### src/rtl/huffman_pkg.sv
// Shared definitions for the 4-bit-symbol Huffman codec: symbol/word widths,
// the code descriptor type, the encoder FSM states and the code table.
// The decoder side reuses code_lookup so both ends share one table.
package huffman_pkg;

    localparam int SYM_W        = 4;
    localparam int WORD_W       = 6;
    localparam int MAX_CODE_LEN = 6;

    // Left-aligned code: the first code bit sits in bits[MAX_CODE_LEN-1]
    typedef struct packed {
        logic [MAX_CODE_LEN-1:0] bits;
        logic [2:0]              len;
        logic                    valid;
    } code_t;

    typedef enum logic {
        RUN   = 1'b0,
        FLUSH = 1'b1
    } state_t;

    localparam code_t CODE_S0   = '{bits: 6'b100000, len: 3'd1, valid: 1'b1};
    localparam code_t CODE_S1   = '{bits: 6'b010000, len: 3'd4, valid: 1'b1};
    localparam code_t CODE_S2   = '{bits: 6'b010100, len: 3'd4, valid: 1'b1};
    localparam code_t CODE_S3   = '{bits: 6'b011000, len: 3'd6, valid: 1'b1};
    localparam code_t CODE_S4   = '{bits: 6'b011001, len: 3'd6, valid: 1'b1};
    localparam code_t CODE_S5   = '{bits: 6'b001000, len: 3'd4, valid: 1'b1};
    localparam code_t CODE_S6   = '{bits: 6'b001100, len: 3'd4, valid: 1'b1};
    localparam code_t CODE_S7   = '{bits: 6'b011010, len: 3'd5, valid: 1'b1};
    localparam code_t CODE_S8   = '{bits: 6'b000110, len: 3'd6, valid: 1'b1};
    localparam code_t CODE_S9   = '{bits: 6'b011100, len: 3'd4, valid: 1'b1};
    localparam code_t CODE_S10  = '{bits: 6'b000000, len: 3'd4, valid: 1'b1};
    localparam code_t CODE_S12  = '{bits: 6'b000111, len: 3'd6, valid: 1'b1};
    localparam code_t CODE_S14  = '{bits: 6'b000100, len: 3'd6, valid: 1'b1};
    localparam code_t CODE_S15  = '{bits: 6'b000101, len: 3'd6, valid: 1'b1};
    localparam code_t CODE_NONE = '{bits: 6'b000000, len: 3'd0, valid: 1'b0};

    // Symbols 11 and 13 have no code and map to CODE_NONE
    function automatic code_t code_lookup(input logic [SYM_W-1:0] s);
        code_t c;
        case (s)
            4'd0:    c = CODE_S0;
            4'd1:    c = CODE_S1;
            4'd2:    c = CODE_S2;
            4'd3:    c = CODE_S3;
            4'd4:    c = CODE_S4;
            4'd5:    c = CODE_S5;
            4'd6:    c = CODE_S6;
            4'd7:    c = CODE_S7;
            4'd8:    c = CODE_S8;
            4'd9:    c = CODE_S9;
            4'd10:   c = CODE_S10;
            4'd12:   c = CODE_S12;
            4'd14:   c = CODE_S14;
            4'd15:   c = CODE_S15;
            default: c = CODE_NONE;
        endcase
        return c;
    endfunction

endpackage

### src/rtl/huffman_enc_lut.sv
// Combinational symbol-to-code lookup for the Huffman encoder.
module huffman_enc_lut
    import huffman_pkg::*;
(
    input  logic [SYM_W-1:0] sym,
    output code_t            code
);

    // Pure table lookup, left-aligned code with its length and validity
    always_comb begin
        code = code_lookup(sym);
    end

endmodule

### src/rtl/huffman_encoder.sv
// Streaming Huffman encoder: packs variable-length codes MSB-first into
// WORD_W-bit words; flush closes the stream with a zero-padded last word.
// Optional feature macro: HUFFMAN_ENC_STATS_EN adds sym_count/err_count.
module huffman_encoder #(
    parameter int WORD_W = 6,
    parameter int ACC_W  = 12
) (
    input  logic              clk,
    input  logic              rst,
    input  logic              sym_valid,
    input  logic [3:0]        sym,
    output logic              sym_ready,
    input  logic              flush,
    output logic              word_valid,
    output logic [WORD_W-1:0] word,
    input  logic              word_ready,
    output logic              word_last,
    output logic [2:0]        word_nbits,
    output logic              sym_err
`ifdef HUFFMAN_ENC_STATS_EN
    ,
    output logic [15:0]       sym_count,
    output logic [15:0]       err_count
`endif
);

    import huffman_pkg::*;

    localparam int                CNT_W = $clog2(ACC_W);
    localparam logic [CNT_W-1:0] FULL  = CNT_W'(WORD_W);

    state_t           state;
    logic             flush_pend;
    logic [ACC_W-1:0] acc;
    logic [CNT_W-1:0] cnt;
    code_t            code;

    logic             accept;
    logic             slot_free;
    logic             flush_req;
    logic             have_word;
    logic             extract;
    logic             partial;
    logic [ACC_W-1:0] code_ext;

    huffman_enc_lut u_lut (
        .sym  (sym),
        .code (code)
    );

    assign sym_ready = (state == RUN) && (cnt < FULL);
    assign accept    = sym_valid && sym_ready;
    assign slot_free = !word_valid || word_ready;
    assign flush_req = flush || flush_pend;
    assign have_word = (cnt >= FULL);
    // In RUN a pending flush hands the drain over to FLUSH so the final
    // full word can be tagged as last.
    assign extract   = have_word && slot_free && ((state == FLUSH) || !flush_req);
    assign partial   = (state == FLUSH) && !have_word && (cnt != '0) && slot_free;
    // Bits below the fill point are always zero, so OR-ing places the code
    assign code_ext  = {code.bits, {(ACC_W-MAX_CODE_LEN){1'b0}}} >> cnt;

    // Control FSM: RUN accepts symbols, FLUSH drains everything buffered
    always_ff @(posedge clk) begin
        if (rst) begin
            state      <= RUN;
            flush_pend <= 1'b0;
        end else begin
            case (state)
                RUN: begin
                    if (flush_pend) begin
                        state      <= FLUSH;
                        flush_pend <= 1'b0;
                    end else if (flush && accept) begin
                        flush_pend <= 1'b1;
                    end else if (flush) begin
                        state <= FLUSH;
                    end
                end
                FLUSH: begin
                    if ((cnt == '0) || partial || (extract && (cnt == FULL))) begin
                        state <= RUN;
                    end
                end
                default: state <= RUN;
            endcase
        end
    end

    // Accumulator and fill count: accept and extract never coincide
    always_ff @(posedge clk) begin
        if (rst) begin
            acc <= '0;
            cnt <= '0;
        end else if (accept && code.valid) begin
            acc <= acc | code_ext;
            cnt <= cnt + CNT_W'(code.len);
        end else if (extract) begin
            acc <= acc << WORD_W;
            cnt <= cnt - FULL;
        end else if (partial) begin
            acc <= '0;
            cnt <= '0;
        end
    end

    // Output word slot, held stable while downstream stalls
    always_ff @(posedge clk) begin
        if (rst) begin
            word_valid <= 1'b0;
            word       <= '0;
            word_nbits <= '0;
            word_last  <= 1'b0;
        end else if (extract) begin
            word_valid <= 1'b1;
            word       <= acc[ACC_W-1 -: WORD_W];
            word_nbits <= 3'(WORD_W);
            word_last  <= (state == FLUSH) && (cnt == FULL);
        end else if (partial) begin
            word_valid <= 1'b1;
            word       <= acc[ACC_W-1 -: WORD_W];
            word_nbits <= cnt[2:0];
            word_last  <= 1'b1;
        end else if (word_ready) begin
            word_valid <= 1'b0;
        end
    end

    // One-cycle error pulse for an accepted symbol without a code
    always_ff @(posedge clk) begin
        if (rst) begin
            sym_err <= 1'b0;
        end else begin
            sym_err <= accept && !code.valid;
        end
    end

`ifdef HUFFMAN_ENC_STATS_EN
    // Wrapping counters of accepted valid and dropped invalid symbols
    always_ff @(posedge clk) begin
        if (rst) begin
            sym_count <= '0;
            err_count <= '0;
        end else begin
            if (accept && code.valid) begin
                sym_count <= sym_count + 16'd1;
            end
            if (accept && !code.valid) begin
                err_count <= err_count + 16'd1;
            end
        end
    end
`endif

endmodule
### config.mk
export PLATFORM = sky130hd
export DESIGN_NAME = huffman_encoder
export DESIGN_NICKNAME = d
export VERILOG_FILES = /design/src/rtl/huffman_pkg.sv /design/src/rtl/huffman_enc_lut.sv /design/src/rtl/huffman_encoder.sv
export SDC_FILE = /design/constraint.sdc
export NUM_CORES = 1
export LEC_CHECK = 0
export ABC_AREA = 1
export BUFFER_PORTS_ARGS = -buffer_cell sky130_fd_sc_hd__buf_2
export CORE_ASPECT_RATIO = 0.6
export CORE_UTILIZATION = 40
export CTS_CLUSTER_SIZE = 30
export DETAILED_ROUTE_END_ITERATION = 8
export PLACE_DENSITY = 0.6
export SLEW_MARGIN = 20
export SYNTH_ARGS = -nofsm -noshare
export SYNTH_HDL_FRONTEND = slang
export SYNTH_HIERARCHICAL = 1
export SYNTH_SLANG_ARGS = --single-unit
### constraint.sdc
create_clock -name clk -period 5 [get_ports clk]
set_clock_uncertainty 0.1 [all_clocks]
set_input_delay 0.5 -clock clk [delete_from_list [all_inputs] [get_ports clk]]
set_output_delay 0.5 -clock clk [all_outputs]
set_load 0.01 [all_outputs]
# ---- Word level (Yosys, flattened, before mapping)
# Memories as Yosys holds them, arrays and structs flattened.
# Cells that the tools add are included.
dict set report totals {
  inputBits 9
  wordCells 68
  reg_bits 30
  output_inout_bits 13
  romBits 160
  memories 1
}
# name depth width read_ports rd_clocked_by_memory_dff wr line_no
set mem_list {}
lappend mem_list {{(name not given)} 16 10 1 0 0 huffman_pkg.sv:41} ;# case (s)
dict set report op_classes {
  n_eq_ne 1
  muxes 22
  add_sub_neg 2
  n_bitwise 2
  reduce_logical 27
  shift 1
  n_lt_le_gt_ge 2
}
# op count
set op_table {}
lappend op_table {{two-way mux 12 bit} 3}
lappend op_table {{logical AND 1 bit} 12}
lappend op_table {{two-way mux 4 bit} 3}
lappend op_table {{two-way mux 6 bit} 2}
lappend op_table {{bitwise OR 12 bit} 1}
lappend op_table {{right shift 12 x 4 -> 12 bit} 1}
lappend op_table {{two-way mux 1 bit} 11}
lappend op_table {{two-way mux 3 bit} 2}
lappend op_table {{nonzero test 3 bit} 2}
lappend op_table {{logical OR 1 bit} 5}
lappend op_table {{adder 4 x 3 -> 4 bit} 1}
lappend op_table {{equality test 4 x 3 -> 1 bit (second input constant)} 1}
lappend op_table {{greater-or-equal comparator 4 x 3 -> 1 bit (second input constant)} 1}
lappend op_table {{logical NOT 1 bit} 4}
lappend op_table {{logical NOT 4 bit} 1}
lappend op_table {{less-than comparator 4 x 3 -> 1 bit (second input constant)} 1}
lappend op_table {{nonzero test 4 bit} 1}
lappend op_table {{subtractor 4 x 3 -> 4 bit (second input constant)} 1}
lappend op_table {{case mux 1 bit (2 select lines)} 1}
lappend op_table {{nonzero test 2 bit} 1}
lappend op_table {{OR reduction 2 bit} 1}
lappend op_table {{inverter 1 bit} 1}

# ---- Logic depth before layout (Yosys ltp)
# Gate-level depths: netlist (run 1).
dict set report logic_depth {
  depth_word 9
  ltp_mapped 15
  mapped_depth_nobuf 15
}

# ---- Cells and area by module
# Netlist (run 1), hierarchy kept.
# mod seq_area_each_um2 area_each_um2 n_inst cells_each
set modules_own_cells {}
lappend modules_own_cells {huffman_encoder 600.6 1724.2 1 251}
lappend modules_own_cells {huffman_enc_lut 0.0 261.5 1 50}

# ---- Least setup slack after synthesis (run 1)
# No wires, ideal clock.
dict set report synth_path {
  path_type {in2reg}
  from {input port sym[1]}
  to {register cnt[2]}
  slack_ns 2.873
  stages 11
  n_path_buf 0
  t_required_ns 4.768
  setup_ns 0.132
  t_arrival_ns 1.895
  cell_sequence {inv_1 ha_1 nand2_2 o21ai_1 ha_1 inv_1 fa_1 xor2_1 nor2_1 a21oi_1 a21oi_1}
}
# item line_no
set synth_lines {}
lappend synth_lines {{start, declared} huffman_encoder.sv:11} ;# input logic [3:0] sym,
lappend synth_lines {{end signal, assigned} huffman_encoder.sv:97} ;# cnt <= cnt + CNT_W'(code.len);
lappend synth_lines {{end signal, assigned} huffman_encoder.sv:100} ;# cnt <= cnt - FULL;
lappend synth_lines {{end, declared} huffman_encoder.sv:35} ;# logic [CNT_W-1:0] cnt;

# ---- Final worst setup path (run 1)
dict set report layout_path {
  from {register cnt[1]}
  to {register cnt[2]}
}
dict set report layout_via {
  elab_chain_len 6
  word_cells_on_any_way 17
  cone_classes {add/sub (2); order compare (2); mux (2); reduce/logical (11)}
}
# item line_no
set layout_lines {}
lappend layout_lines {{greater-or-equal comparator 4 x 3 -> 1 bit} huffman_encoder.sv:55} ;# assign have_word = (cnt >= FULL);
lappend layout_lines {{logical NOT 1 bit} huffman_encoder.sv:59} ;# assign partial = (state == FLUSH) && !have_word && (cnt != '0) && slot_free;
lappend layout_lines {{logical AND 1 bit (3 in series)} huffman_encoder.sv:59}
lappend layout_lines {{nonzero test 3 bit (no line)} n/a}
# Parallel ways exist; a longest one is shown, timed or not.
# A chain may end at the register's enable or synchronous reset.

==> impl_metrics.ini, run 1 <==
[clock_network]
max-clock-path-buffers = 2
cts_tree = yes
latest_clock_arrival_within_the_worst_skew_pair_ps = 280
cts_post_setup_buffers_inserted = 0
ctsHoldBuffers = 0
clk_transition_reported_paths_ps = 70
cts_root_buf = sky130_fd_sc_hd__clkbuf_8
numClockSinks = 30
numCtsBuffers = 5
post_cts_resize_count = 0
h_tree_levels = 2

[place]
dp_hpwl_mm = 3.53
port_buffers = 21
dp.cells = 376
finalWeightedCongestion = 0.844

[logic_synthesis]
synth_area_leaders = sky130_fd_sc_hd__dfxtp_1, sky130_fd_sc_hd__nand2_1, sky130_fd_sc_hd__inv_1, sky130_fd_sc_hd__ha_1, sky130_fd_sc_hd__a21oi_1
synth-async-reset-ratio = 0
synth.lib_cells_used.distinct = 32
yosysWarnings = 6
synth-edff-count = 0
synth_register_bits = 30
syn-num-nets = 321
synth_sequential_area_ratio = 0.302
mappedNetlistArea_sq_um = 1990
most_instantiated_library_cell_after_synthesis = sky130_fd_sc_hd__nand2_1
synth_top_area_cell = sky130_fd_sc_hd__dfxtp_1
synth_flop_cell = sky130_fd_sc_hd__dfxtp_1
yosysTopAreaCellShare = 0.302
synth_cells = 301
avgSynthCellArea_sq_um = 6.60
synth_top_cells_by_count = sky130_fd_sc_hd__nand2_1, sky130_fd_sc_hd__inv_1, sky130_fd_sc_hd__dfxtp_1, sky130_fd_sc_hd__nor2_1, sky130_fd_sc_hd__a21oi_1

[floorplan]
die_w_um = 93.0
core.rowCount = 19
die_ht_um = 56.6
initial_core_util = 0.426
core_sq_um = 4660
floorplan.die_area_sq_um = 5260
floorplan.io_pins = 22

[drt]
dr_total_vias = 1895
number_of_vias_per_cell_after_detailed_routing = 4.93
detail_route_antenna_nets = 0
drt_iter0_drc = 94
post_drt_wl_per_cell_um = 12.0
drc = 0
first_pass_iters = 4
wirelength_mm = 4.60

[sta]
worstMarginPinSlew_ps = 603
fmaxAchievable_ghz = 0.464
finalSetupTns_ps = 0
timing_max_transition_violations_final = 0
timing.slew.headroom = 0.598
finalCritPeriodShare = 0.431
rsz0062_at_grt = no
hold_violations = 0
period_minus_slack_ps = 2160
finalSetupViolCount = 0

[cells_and_area]
final.fill_count = 513
drive_gt1_frac = 0.153
instances_no_fill = 384
nNetsFinal = 340
insertedDiodeCount = 0
area_growth_pct = 10.6
layout.core_utilization = 0.472

[global_route]
number_of_global_route_vias_before_repair = 1684
globalRouteTotalUtil = 0.191
global_route_congestion_overflow_total = 0
global_route_wire_length_before_repair_mm = 7.83
antenna_found_initial = 0
grt_start_max_net_pins = 17

[setup_path]
critPathMaxFanout = 14
worst_r2r_startpoint = cnt[1]
worstRegToRegCells = 6
crit_type = flip-flop to flip-flop
rrSetupSlack_ps = 2840
timing.critical_path.arrival_ps = 2270
setup.worst_path.start_class = flip-flop
timing.rr.end = cnt[2]
required_time_at_the_worst_slack_endpoint_ps = 5110
cp-end-kind = flip-flop

[hold_path]
hold-path-cell-count = 2
timing.hold.worst.class = flip-flop to flip-flop
holdCritStartpoint = acc[1]
worst_hold_path.endpoint = acc[1]

[job]
max_capacitance_violation_count = 0

[power]
vdd_ir_drop_max_mv = 0.248
p_per_area_nw_per_um2 = 447
static-leakage-power_uw = 0.00112

[outcome]
run_status = complete, no violations
[registers in the layout, indices dropped and copies added, names as in the netlist]
register,cells
acc,12
cnt,4
flush_pend,1
state,1
sym_err,1
word,6
word_last,1
word_nbits,3
word_valid,1
[final cells by class]
cell class / count / area, sq um / area share
inverter: 39 / 146 / 0.0666
clock buffer: 7 / 86.3 / 0.0393
timing repair buffer: 21 / 105 / 0.0478
multi-input combinational: 223 / 1170 / 0.535
sequential: 30 / 601 / 0.273
clock inverter: 1 / 5.00 / 0.00228
tap: 63 / 78.8 / 0.0359
[through the flow]
step | hold slack [ps] | total power [uW] | area [sq um] | setup slack [ps]
floorplan | 327 | 683 | 1990 | 2870
global placement | 341 | 782 | 2110 | 2610
detailed placement | 341 | 784 | 2110 | 2560
CTS | 355 | 990 | 2200 | 2850
global route | 380 | 1070 | 2200 | 2640
finish | 352 | 982 | 2200 | 2840
[where the power goes]
part	leakage, uW	total [uW]	internal [uW]	switching, uW
logic	0.000827	434	148	286
clock network	0.0000482	201	111	90.5
registers	0.000244	347	293	54.2
total	0.00112	982	552	430
[layout by cell type, fill, tap and decap left out, types with 4 or more instances in the layout]
cell	Yosys	layout
sky130_fd_sc_hd__ha_1	10	10
sky130_fd_sc_hd__nand2_2	5	5
sky130_fd_sc_hd__buf_2	3	21
sky130_fd_sc_hd__a21oi_1	23	23
sky130_fd_sc_hd__o21ai_0	15	15
sky130_fd_sc_hd__nor3_1	4	4
sky130_fd_sc_hd__inv_1	36	36
sky130_fd_sc_hd__nand3_1	21	21
sky130_fd_sc_hd__nor2_4	7	7
sky130_fd_sc_hd__clkbuf_8	0	6
sky130_fd_sc_hd__nand2_1	87	87
sky130_fd_sc_hd__dfxtp_1	30	30
sky130_fd_sc_hd__nor2_1	28	28
[cells by family (layout without fill, tap and decap cells)]
logic type,count (synthesis),count (layout),share of synthesized area
flip-flops,30,30,0.302
buffers and inverters,48,68,0.106
AND/OR/NAND/NOR,157,157,0.356
AO/OA/AOI/OAI,52,52,0.149
XOR/XNOR,3,3,0.0132
adder cells (fa/ha/maj),11,11,0.0731
[layer usage]
metal | global-route usage | vias up | routed length (um)
met1 | 0.289 | 848 | 2560
met5 | 0 | - | 0
met3 | 0.0528 | 2 | 259
li1 | - | 996 | -
met2 | 0.274 | 49 | 1770
met4 | 0.0198 | 0 | 4
[worst max path at each step]
stage          slack, ps  cells after the start     end  startpoint
2_1_floorplan       2870                     11  cnt[2]      sym[1]
3_3_place_gp        2610                     16  cnt[3]      sym[1]
5_1_grt             2640                      6  cnt[2]      cnt[1]
6_report            2840                      6  cnt[2]      cnt[1]
4_1_cts             2850                      6  cnt[2]      cnt[1]
3_5_place_dp        2560                     12  cnt[2]      sym[1]
[critical path, stage by stage, from the launching register on]
cell                      delay, ps
sky130_fd_sc_hd__dfxtp_1        670
sky130_fd_sc_hd__inv_1          360
sky130_fd_sc_hd__fa_1           510
sky130_fd_sc_hd__xor2_1         150
sky130_fd_sc_hd__nor2_1         110
sky130_fd_sc_hd__a21oi_1         50
sky130_fd_sc_hd__a21oi_1        150
No activity file was read; power rests on OpenSTA's default activity.
==> run 2: changes to the inputs <==
Clock period 5 ns to 2 ns, I/O delays scaled along.
==> impl_metrics.ini, run 2 (synthesis gave the netlist of run 1 again) <==
[job]
max_capacitance_violation_count = 0

[cells_and_area]
drive_gt1_frac = 0.196
insertedDiodeCount = 0
layout_common_cells = sky130_fd_sc_hd__nand2_1, sky130_fd_sc_hd__inv_1, sky130_fd_sc_hd__dfxtp_1, sky130_fd_sc_hd__nor2_1, sky130_fd_sc_hd__a21oi_1
reg.largest.list = acc x12, word x6, cnt x4
most_common_library_cell_in_the_layout_ignoring_fill_and_taps = sky130_fd_sc_hd__nand2_1
layout.core_utilization = 0.499
nNetsFinal = 357
instances_no_fill = 400
area_growth_pct = 17.1
multi_input_area_sq_um = 1170
largest_register_ffs = 12
ff_latch_area_sq_um = 601
final.fill_count = 511
largest_register = acc

[floorplan]
floorplan.io_pins = 22
die_w_um = 93.0
initial_core_util = 0.426
die_ht_um = 56.6
core.rowCount = 19
floorplan.die_area_sq_um = 5260
core_sq_um = 4660

[global_route]
grtUsageMet1 = 0.285
grt_busiest_layer = met1
global_route_congestion_overflow_total = 0
globalRouteTotalUtil = 0.192
grt_met3_use = 0.0488
global_route_wire_length_before_repair_mm = 7.89
met2_usage = 0.276
antenna_found_initial = 0
number_of_global_route_vias_before_repair = 1728
grt_start_max_net_pins = 15

[hold_path]
timing.hold.worst.class = primary input to flip-flop

[power]
vdd_ir_drop_max_mv = 0.567
static-leakage-power_uw = 0.00120
power.total_uw = 2490
p_per_area_nw_per_um2 = 1070

[clock_network]
clk_transition_reported_paths_ps = 60
cts_root_buf = sky130_fd_sc_hd__clkbuf_8
numClockSinks = 30
max-clock-path-buffers = 2
post_cts_resize_count = 0
h_tree_levels = 2
cts_post_setup_buffers_inserted = 0
ctsHoldBuffers = 0
numCtsBuffers = 5
cts_tree = yes
latest_clock_arrival_within_the_worst_skew_pair_ps = 280

[sta]
fmaxAchievable_ghz = 0.546
finalSetupViolCount = 0
timing_max_transition_violations_final = 0
hold_violations = 0
period_minus_slack_ps = 1830
finalCritPeriodShare = 0.917
hold-worst-slack_ps = 83.8
worstMarginPinSlew_ps = 456
rsz0062_at_grt = no
timing.slew.headroom = 0.696

[setup_path]
timing.critical_path.arrival_ps = 1910
timing.critical_path.slowest_cell_delay_ps = 600
cp-end-kind = flip-flop
cp_cell_sequence = nor2_4 -> nand2_1 -> nand2_2 -> nor2_4 -> nor2_4 -> nand2_1 -> nand2_1 -> nor2_1 -> nor2_1
crit_type = flip-flop to flip-flop
critPathSlowestCell = sky130_fd_sc_hd__dfxtp_1
critPathMaxFanout = 10
worst_path_dominant_cell_family = simple AND/OR/NAND/NOR gates
setup.worst_path.start_class = flip-flop
required_time_at_the_worst_slack_endpoint_ps = 2070
critPathBufInv = 0

[drt]
drt_iter0_drc = 91
drc = 0
post_drt_wl_per_cell_um = 11.3
wirelength_mm = 4.53
first_pass_iters = 4
number_of_vias_per_cell_after_detailed_routing = 4.80
dr_total_vias = 1921
detail_route_antenna_nets = 0

[outcome]
run_status = complete, no violations

[place]
dp.cells = 393
finalWeightedCongestion = 0.847
port_buffers = 21
dp_hpwl_mm = 3.60
run 2: cell count changes in the layout (fill, tap and decap cells not counted), sizes merged:
cell,delta
buf,+17
clkbuf,-2
clkinv,+1
run 2: worst min-delay path, stage by stage:
cell	delay, ps
sky130_fd_sc_hd__buf_2	110
sky130_fd_sc_hd__nand2_1	60
sky130_fd_sc_hd__a21oi_1	50
run 2: path summary, 6_finish.rpt:
kind	from	end	slack (ps)	cells after the start
max reg2reg	cnt[3]	cnt[3]	170	9
min reg2reg	acc[1]	acc[1]	350	2
min	flush	flush_pend	80	3
max	cnt[3]	cnt[3]	170	9
run 2: cell type report:
| cell class | count | area share |
|---|---|---|
| multi-input cells | 223 | 0.505 |
| flip-flops and latches | 30 | 0.258 |
| inverters | 39 | 0.0630 |
| clock inverters | 2 | 0.00431 |
| well taps | 63 | 0.0339 |
| repair buffers | 38 | 0.105 |
| clock buffers | 5 | 0.0296 |
run 2: where the power goes:
part	switching (uW)	leakage (uW)	internal, uW	total [uW]
clock	224	0.0000438	233	456
combinational	745	0.000913	443	1190
sequential	116	0.000244	732	848
run 2: metal layers:
layer | share of wire | vias up
li1 | - | 1024
met3 | 0.076 | 4
met4 | 0.0053 | 0
met2 | 0.38 | 55
met1 | 0.54 | 838
met5 | 0 | -
run 2: per-stage QoR:
stage,area [sq um],TNS [ps],worst slack [ps]
final,2320,0,167
after global routing,2320,0,63.1
after CTS,2320,0,177
after detailed placement,2250,-143,-73.8
after global placement,2250,-23.8,-23.8
after floorplan,1990,0,173
==> run 3: changes to the inputs <==
Settings changed: RECOVER_POWER set to 100.
==> impl_metrics.ini, run 3 (synthesis gave the netlist of run 1 again) <==
[clock_network]
h_tree_levels = 2
post_cts_resize_count = 0
numClockSinks = 30
ctsHoldBuffers = 0
clk_transition_reported_paths_ps = 60
cts_post_setup_buffers_inserted = 0
max-clock-path-buffers = 2
cts_root_buf = sky130_fd_sc_hd__clkbuf_8
numCtsBuffers = 5
cts_tree = yes
latest_clock_arrival_within_the_worst_skew_pair_ps = 280

[floorplan]
initial_core_util = 0.426
floorplan.die_area_sq_um = 5260
core.rowCount = 19
floorplan.io_pins = 22
die_w_um = 93.0
core_sq_um = 4660
die_ht_um = 56.6

[power]
power.share.sequential = 0.346
p_int_uw = 1370
comb_power_share = 0.467
switchingPower_uw = 1080
vdd_ir_drop_max_mv = 0.555
power.switching_fraction = 0.440
p_per_area_nw_per_um2 = 1070
static-leakage-power_uw = 0.00114
clock_power_share = 0.188

[place]
postPlaceCellArea_sq_um = 2250
finalWeightedCongestion = 0.847
dp_hpwl_mm = 3.60
port_buffers = 21

[global_route]
global_route_congestion_overflow_total = 0
grt_busiest_layer = met1
grtUsageMet1 = 0.285
grt_start_max_net_pins = 15
grt_met3_use = 0.0488
number_of_global_route_vias_before_repair = 1728
met2_usage = 0.276
antenna_found_initial = 0
global_route_wire_length_before_repair_mm = 7.89
globalRouteTotalUtil = 0.192

[cells_and_area]
area_growth_pct = 15.2
cell_area_after_layout_sq_um = 2290
largest_register = acc
insertedDiodeCount = 0
largest_register_ffs = 12
most_common_library_cell_in_the_layout_ignoring_fill_and_taps = sky130_fd_sc_hd__nand2_1
nNetsFinal = 357
layout_common_cells = sky130_fd_sc_hd__nand2_1, sky130_fd_sc_hd__inv_1, sky130_fd_sc_hd__dfxtp_1, sky130_fd_sc_hd__nor2_1, sky130_fd_sc_hd__a21oi_1
final.fill_count = 522
reg.largest.list = acc x12, word x6, cnt x4
drive_gt1_frac = 0.142

[setup_path]
timing.critical_path.arrival_ps = 1880
critPathMaxFanout = 10
critPathSlowestCell = sky130_fd_sc_hd__dfxtp_1
cp-end-kind = flip-flop
crit_type = flip-flop to flip-flop
required_time_at_the_worst_slack_endpoint_ps = 2070
setup.worst_path.start_class = flip-flop
cp_cell_sequence = nor2_4 -> nand2_1 -> nand2_2 -> nor2_4 -> nor2_4 -> nand2_1 -> nand2_1 -> nor2_1 -> nor2_1
timing.critical_path.slowest_cell_delay_ps = 570

[outcome]
run_status = complete, no violations

[drt]
post_drt_wl_per_cell_um = 11.3
drc = 0
detail_route_antenna_nets = 0
drt_iter0_drc = 100
dr_total_vias = 1915
wirelength_mm = 4.52
first_pass_iters = 4
number_of_vias_per_cell_after_detailed_routing = 4.79

[sta]
rsz0062_at_grt = no
worstMarginPinSlew_ps = 427
finalSetupViolCount = 0
finalCritPeriodShare = 0.903
fmaxAchievable_ghz = 0.554
period_minus_slack_ps = 1810
timing_max_transition_violations_final = 0
timing.slew.headroom = 0.715
hold_violations = 0
finalSetupTns_ps = 0

[job]
max_capacitance_violation_count = 0

[hold_path]
timing.hold.worst.class = primary input to flip-flop
## run 3: cell count changes in the layout (fill, tap and decap cells not counted), sizes merged
cell / before / now
buf: 38 / 21
clkbuf: 5 / 22
## run 3: final cells by class
cell class                 count  area [sq um]  share of cell area
multi-input combinational    223          1160               0.507
sequential                    30           601               0.263
timing repair buffer          38           224              0.0979
inverter                      39           146              0.0640
tap                           63          78.8              0.0345
clock buffer                   5          68.8              0.0301
clock inverter                 2          10.0             0.00438
## run 3: per-layer routing
metal	part of all wire	vias up
li1	-	1024
met5	0	-
met1	0.54	828
met3	0.084	4
met2	0.38	59
met4	0.0051	0
## run 3: critical path, delay by kind of cell (launching register included)
| kind | cells | cell delay [ps] |
|---|---|---|
| AND/OR/NAND/NOR | 9 | 1030 |
| flip-flops | 1 | 570 |
## run 3: path summary, 6_finish.rpt
check / from / endpoint / slack (ps) / depth (start not counted)
worst max-delay path: cnt[3] / cnt[3] / 190 / 9
worst min-delay path: flush / flush_pend / 80 / 3
worst max register to register: cnt[3] / cnt[3] / 190 / 9
worst min register to register: acc[1] / acc[1] / 350 / 2
## run 3: through the flow
stage / setup WS (ps) / util / total power (uW) / hold WS [ps] / cells
floorplan: 173 / - / 1710 / 200 / 301
global placement: -23.8 / 0.482 / 2040 / 341 / 393
detailed placement: -73.8 / 0.482 / 2040 / 346 / 393
CTS: 177 / 0.499 / 2510 / 76.3 / 400
global route: 35.2 / 0.491 / 2670 / 105 / 400
finish: 195 / 0.491 / 2450 / 75.5 / 400
## run 3: power by group through the flow
stage	combinational, uW	sequential [uW]	clock, uW
finish	1150	848	460
global route	1300	866	501
CTS	1190	847	473
detailed placement	1180	859	0
global placement	1180	856	0
floorplan	851	857	0
